`src/rtl/mef_rega.sv`:
```
// Irrigation sequencing FSM: timed sprinkler/drip runs, mandatory pause, latched fault.
// Optional request-stability filter in idle is enabled by defining REGA_FILTRO_EN.
module mef_rega #(
    parameter int unsigned T_ASP    = 10,
    parameter int unsigned T_GOT    = 20,
    parameter int unsigned T_PAUSA  = 5,
    parameter int unsigned T_FILTRO = 4
) (
    input  logic       clk,
    input  logic       rst_n,
    input  logic [1:0] rega,
    input  logic       erro,
    input  logic       tick,
    input  logic       rec,
    output logic       valv_asp,
    output logic       valv_got,
    output logic       alarme,
    output logic       fim,
    output logic [2:0] estado
);

    localparam int unsigned T_MAX_AG = (T_ASP > T_GOT) ? T_ASP : T_GOT;
    localparam int unsigned T_MAX    = (T_MAX_AG > T_PAUSA) ? T_MAX_AG : T_PAUSA;
    localparam int unsigned CNT_W    = (T_MAX > 1) ? $clog2(T_MAX) : 1;

    typedef enum logic [2:0] {
        OCIOSO = 3'b000,
        ASP    = 3'b001,
        GOT    = 3'b010,
        PAUSA  = 3'b011,
        FALHA  = 3'b100
    } estado_t;

    // Elaboration-time guard on the run/filter lengths
    if (T_ASP < 1 || T_GOT < 1 || T_PAUSA < 1 || T_FILTRO < 1) begin : g_param_err
        $error("mef_rega: all timing parameters must be >= 1");
    end

    estado_t          state;
    logic [CNT_W-1:0] cnt;
    logic             aceita;

`ifdef REGA_FILTRO_EN
    localparam int unsigned FILT_W = $clog2(T_FILTRO + 1);

    logic [FILT_W-1:0] filt_cnt;
    logic [1:0]        filt_val;
    logic [FILT_W-1:0] filt_seen;

    // Consecutive edges the current request has been stable, including this one
    assign filt_seen = (rega == filt_val && filt_cnt != '0) ? filt_cnt + FILT_W'(1) : FILT_W'(1);
    assign aceita    = (filt_seen >= FILT_W'(T_FILTRO));

    always_ff @(posedge clk) begin
        if (!rst_n) begin
            filt_cnt <= '0;
            filt_val <= 2'b00;
        end else if (state == OCIOSO && !erro && (rega == 2'b10 || rega == 2'b01) && !aceita) begin
            filt_cnt <= filt_seen;
            filt_val <= rega;
        end else begin
            filt_cnt <= '0;
            filt_val <= 2'b00;
        end
    end
`else
    assign aceita = 1'b1;
`endif

    always_ff @(posedge clk) begin
        if (!rst_n) begin
            state <= OCIOSO;
            cnt   <= '0;
            fim   <= 1'b0;
        end else begin
            fim <= 1'b0;
            if (erro) begin
                state <= FALHA;
                cnt   <= '0;
            end else begin
                case (state)
                    OCIOSO: begin
                        cnt <= '0;
                        if (rega == 2'b11) begin
                            state <= FALHA;
                        end else if (rega == 2'b10 && aceita) begin
                            state <= ASP;
                        end else if (rega == 2'b01 && aceita) begin
                            state <= GOT;
                        end
                    end
                    ASP: begin
                        if (tick && cnt == CNT_W'(T_ASP - 1)) begin
                            state <= PAUSA;
                            cnt   <= '0;
                            fim   <= 1'b1;
                        end else if (rega != 2'b10) begin
                            state <= PAUSA;
                            cnt   <= '0;
                        end else if (tick) begin
                            cnt <= cnt + CNT_W'(1);
                        end
                    end
                    GOT: begin
                        if (tick && cnt == CNT_W'(T_GOT - 1)) begin
                            state <= PAUSA;
                            cnt   <= '0;
                            fim   <= 1'b1;
                        end else if (rega != 2'b01) begin
                            state <= PAUSA;
                            cnt   <= '0;
                        end else if (tick) begin
                            cnt <= cnt + CNT_W'(1);
                        end
                    end
                    PAUSA: begin
                        if (tick && cnt == CNT_W'(T_PAUSA - 1)) begin
                            state <= OCIOSO;
                            cnt   <= '0;
                        end else if (tick) begin
                            cnt <= cnt + CNT_W'(1);
                        end
                    end
                    FALHA: begin
                        cnt <= '0;
                        if (rec) begin
                            state <= OCIOSO;
                        end
                    end
                    default: begin
                        state <= FALHA;
                        cnt   <= '0;
                    end
                endcase
            end
        end
    end

    // Valve/alarm decode straight from the state register; ASP and GOT are exclusive codes
    assign valv_asp = (state == ASP);
    assign valv_got = (state == GOT);
    assign alarme   = (state == FALHA);
    assign estado   = state;

endmodule

```
`config.mk`:
```
export PLATFORM = sky130hd
export DESIGN_NAME = mef_rega
export DESIGN_NICKNAME = d
export VERILOG_FILES = /design/src/rtl/mef_rega.sv
export SDC_FILE = /design/constraint.sdc
export NUM_CORES = 1
export LEC_CHECK = 0
export CAP_MARGIN = 20
export CORE_MARGIN = 1
export CORE_UTILIZATION = 40
export CTS_CLUSTER_SIZE = 10
export DETAILED_ROUTE_END_ITERATION = 10
export MAX_ROUTING_LAYER = met4
export PLACE_DENSITY = 0.75
export SLEW_MARGIN = 0
export SYNTH_ARGS = -nofsm -noshare
export SYNTH_HDL_FRONTEND = slang
export SYNTH_SLANG_ARGS = --single-unit
```
`constraint.sdc`:
```
create_clock -name clk -period 1.8 [get_ports clk]
set_input_delay 0.54 -clock clk [delete_from_list [all_inputs] [get_ports clk]]
set_output_delay 0.54 -clock clk [all_outputs]
set_load 0.1 [all_outputs]
```
Word level (Yosys, flattened, before mapping)
Cells that the tools add are included.
W data, S select, Z words.
Word-level totals
  bits of input ports: 7
  output and inout bits: 7
  register bits after elaboration: 9
Cells by class
  bitwise operators: 1
  $add $sub $neg: 1
  eq/ne operators: 22
  reduce and logical (&&, ||, !) cells: 7
  multiplexer cells: 21
Operators with widths (count)
  $mux W3: 10
  $mux W5: 6
  $pmux W3 S5: 1
  $pmux W5 S3: 1
  $reduce_and A5 Y1: 2
  $ne A4 B2 Y1 const B: 2
  $eq A3 B2 Y1 const B: 2
  $ne A2 B2 Y1 const B: 3
  $ne A3 B1 Y1 const B: 2
  $ne A3 B3 Y1 const B: 2
  $add A5 B1 Y5 const B: 1
  $eq A5 B3 Y1 const B: 1
  $eq A5 B4 Y1 const B: 1
  $eq A5 B5 Y1 const B: 1
  $ne A5 B5 Y1 const B: 1
  $eq A2 B2 Y1 const B: 2
  $ne A4 B4 Y1 const B: 1
  $eq A3 B1 Y1 const B: 1
  $eq A3 B3 Y1 const B: 1
  $logic_and A1 B1 Y1: 3
  $logic_not A3 Y1: 1
  $eq A2 B1 Y1 const B: 1
  $mux W1: 2
  $ne A2 B1 Y1 const B: 1
  3 further kinds: 3

Depth between registers and ports, before layout
  depth after elaboration: 6
  mapped depth: 6
  gate-level depth less buffers: 6

Worst setup path before layout
No wires, ideal clock.
  path kind: reg2out
  from: reg state[0] (netlist: estado[0])
  to: out valv_asp
  data arrival time: 3394 ps
  path buffers: 1
  stages on the path, launching flop included: 4
  setup slack: -2134 ps
  path through: dfxtp_1 -> buf_2 -> inv_1 -> nor3_1
On the way
  cells in the longest elaborated chain, start to end: 1
RTL lines
  start: declaration: line 39  | estado_t state;
  start signal: assignment: line 72  | state <= OCIOSO;
  start signal: assignment: line 78  | state <= FALHA;
  start signal: assignment: line 85  | state <= FALHA;
  $eq A3 B1 Y1: line 140  | assign valv_asp = (state == ASP);
  end: declaration: line 15  | output logic valv_asp,
Every way passes these cells.

Worst setup path after layout
  from: in rega[1]
  to: reg cnt[0]
On the way
  cells in the longest elaborated chain, start to end: 4
  elaborated cells on any way between the ends: 7
  classes of those cells: 2 x eq/ne; 5 x mux
RTL lines
  start: declaration: line 11  | input logic [1:0] rega,
  $ne A2 B1 Y1 / $ne A2 B2 Y1 (equally long branches): line 109, 97
  $mux W5 (on tied branches): line 109, 97
  $mux W5 (on tied branches): line 105, 93
  $pmux W5 S3 (*): line 81  | case (state)
  end signal: assignment: line 101  | cnt <= cnt + CNT_W'(1);
  end signal: assignment: line 113  | cnt <= cnt + CNT_W'(1);
  end signal: assignment: line 121  | cnt <= cnt + CNT_W'(1);
  end: declaration: line 40  | logic [CNT_W-1:0] cnt;
Mark *: on every way between the ends. The rest lies on a longest branch, timed or not.
A chain may end at the register's enable or synchronous reset.

==> results.tsv <==
metric	value	unit
fmax	563	MHz
Num CTS Buffers	3	
fin area	1050	sq um
cell breakdown of the critical path	clkdlybuf4s50_1, inv_1, ha_4, o21a_1, o41ai_1, o21a_2, nor3b_1	
dpl ws	-0.258	ns
Final Worst Setup Slack	0.0227	ns
number of diodes	0	
Post-CTS Hold Buffers	0	
Synth Instances	85	
clk_skew	0.000730	ns
Synth area leaders	dfxtp_1, ha_1, xnor2_1	
hold slack	0.568	ns
YS warnings	0	
Max rail drop VDD	0.000411	V
clock tree buffer depth	2	
run status	completed	
delay-heaviest family, CP	buffers and inverters	
CP max stage delay	0.51	ns
Routed WL per cell	14.1	um
GP Congestion	0.771	
worst path bufs/invs	2	
Cells after DPL	118	
Async S/R FF share, synth	0	%
sequential share of power	38.2	%
Post-synth EDFFs	0	
crit path kind	input port to flop	
Clk Latency, worst-skew pair	0.27	ns
Critical Path Slowest Stage Cell	clkdlybuf4s50_1	
final core occ	67.9	%
max cap viols	0	
#FFs+latches synth	9	
CTS tree	built	
final WL	1730	um
final cell count without fillers	123	
final setup fails	0	
fillers	131	
Netlist Area Pre-Place	678	sq um
Chip Height	43.2	um
Post-route DRC	0	
# clock sinks	9	
Max transition margin	78.4	%
Layout area overhead	54.2	%
Detail Placement HPWL	1220	um
DR pass1 iterations	5	
CTS root buf	clkbuf_4	
RSZ-0062 raised after global routing	yes	
global-route wire length before repair	2710	um
Post-synth top cells	dfxtp_1, nand2_1, nor2_1, ha_1, inv_1	
# IOs	14	
fin crit share	98.7	%
IO buf count	13	
Core Box Area	1540	sq um
Hold Crit Class	flop to flop	
Worst-path clk slew	0.07	ns
Vias per Instance	5.84	
Die Width	43.2	um
Tmin final	1.78	ns
Critical Path End Type	flop	
vias	718	
Layout Nets	121	
P_sw	0.203	mW
vias in the first global route	631	
total gr overflow	0	
Top FF cell, synth	dfxtp_1	
worst-margin pin slew	0.321	ns
Initial Util	44.0	%
post-synth cell types	35	
initial antenna violation count	0	
Net Sw Frac	35.6	%
pwr dens	545	nW/um^2
GRT Resource Usage Total	20.4	%
fin. max-slew vios	0	
Antenna Nets Post-Route	0	
H-tree lvl count	1	
die area	1860	sq um
leading area contributor after synthesis	dfxtp_1	
initial detailed-routing violation count	16	
area of the multi-input gates	510	sq um
WP data required	2.00	ns
register area	191	sq um
Synth top area share	26.6	%
sequential-to-total area share from yosys stat	26.6	%
crit path launch type	input port	
Final Hold Fails	0	
Post-DP Area	975	sq um
syn_nets	98	
mean post-synth cell area	7.98	sq um
largest net degree at the start of global routing	14	
combinational group share of total power	31.8	%
crit-path max FO	6	
Site Rows	14	
Clk network pwr share	30.0	%
Worst Path Arrival	1.98	ns
leakage	0.382	nW
share of layout cells above drive strength 1	31.8	%
Internal	0.367	mW
==> per-layer routing <==
metal  routed length, um  global-route usage, %  vias to the layer above
met3                  71                   3.83                       11
met2                 825                   31.6                       32
met1                 753                   24.1                      328
met4                  82                   12.7                        0
li1                    -                      -                      347
met5                   0                      -                        -
==> kinds of logic after synthesis <==
| logic type | synth area share [%] |
|---|---|
| xor+xnor | 5.17 |
| compound gates | 17.3 |
| buf+inv | 7.01 |
| fa+ha+maj | 11.1 |
| simple gates | 31.4 |
| flops | 26.6 |
| mux | 1.48 |
==> registers in the layout, summed over array words and instances (netlist names) <==
register,count
fim,1
estado,3
cnt,5
==> final timing paths <==
path                           from                      to  slack, ns  cells after the start
setup / recovery            rega[1]       cnt[0]$_SDFF_PP0_       0.02                      7
hold reg to reg   cnt[1]$_SDFF_PP0_       cnt[1]$_SDFF_PP0_       0.57                      2
hold / removal    cnt[1]$_SDFF_PP0_       cnt[1]$_SDFF_PP0_       0.57                      2
setup reg to reg  cnt[0]$_SDFF_PP0_  estado[1]$_SDFFE_PP0P_       0.22                      5
==> power by group through the flow <==
stage               sequential (mW)  clock [mW]  combinational [mW]
floorplan                     0.239           0              0.0874
global placement              0.223           0               0.167
detailed placement            0.223           0               0.170
CTS                           0.218       0.177               0.170
global route                  0.218       0.181               0.191
finish                        0.218       0.171               0.182
==> per-stage QoR <==
step / total power, mW / setup TNS [ns]
after floorplan: 0.326 / -0.579
after global placement: 0.390 / -1.28
after detailed placement: 0.393 / -1.77
after CTS: 0.565 / 0
after global routing: 0.590 / -0.160
final: 0.571 / 0
==> timing repair <==
| item | 4_1_cts | 5_1_grt |
|---|---|---|
| setup buffers | 0 | 1 |
| endpoints found under the setup margin | 0 | 8 |
| gates resized for setup | 0 | 8 |
==> worst register-to-register path, delay by kind of cell, from the launching register on <==
| family | cells | cell delay [ns] |
|---|---|---|
| AO/OA/AOI/OAI | 1 | 0.08 |
| adder cells (fa/ha/maj) | 1 | 0.25 |
| flip-flops | 1 | 0.36 |
| AND/OR/NAND/NOR | 3 | 0.82 |
==> area by class of cell <==
class | count | share of cell area [%]
Timing Repair Buffer | 22 | 25.8
Clock buffer | 4 | 2.51
Multi-Input combinational cell | 66 | 48.8
Sequential cell | 9 | 18.3
Tap cell | 16 | 1.91
Inverter | 6 | 2.63
==> cell usage in the layout, fill, tap and decap left out, drive strengths merged, types with 3 or more instances in the layout <==
cell / instances
a21oi: 3
buf: 16
clkbuf: 4
clkdlybuf4s50: 5
dfxtp: 9
ha: 6
inv: 6
nand2: 9
nor2: 8
nor3: 4
o21a: 3
o21ai: 4
xnor2: 4
(Power assumes the default switching activity.)
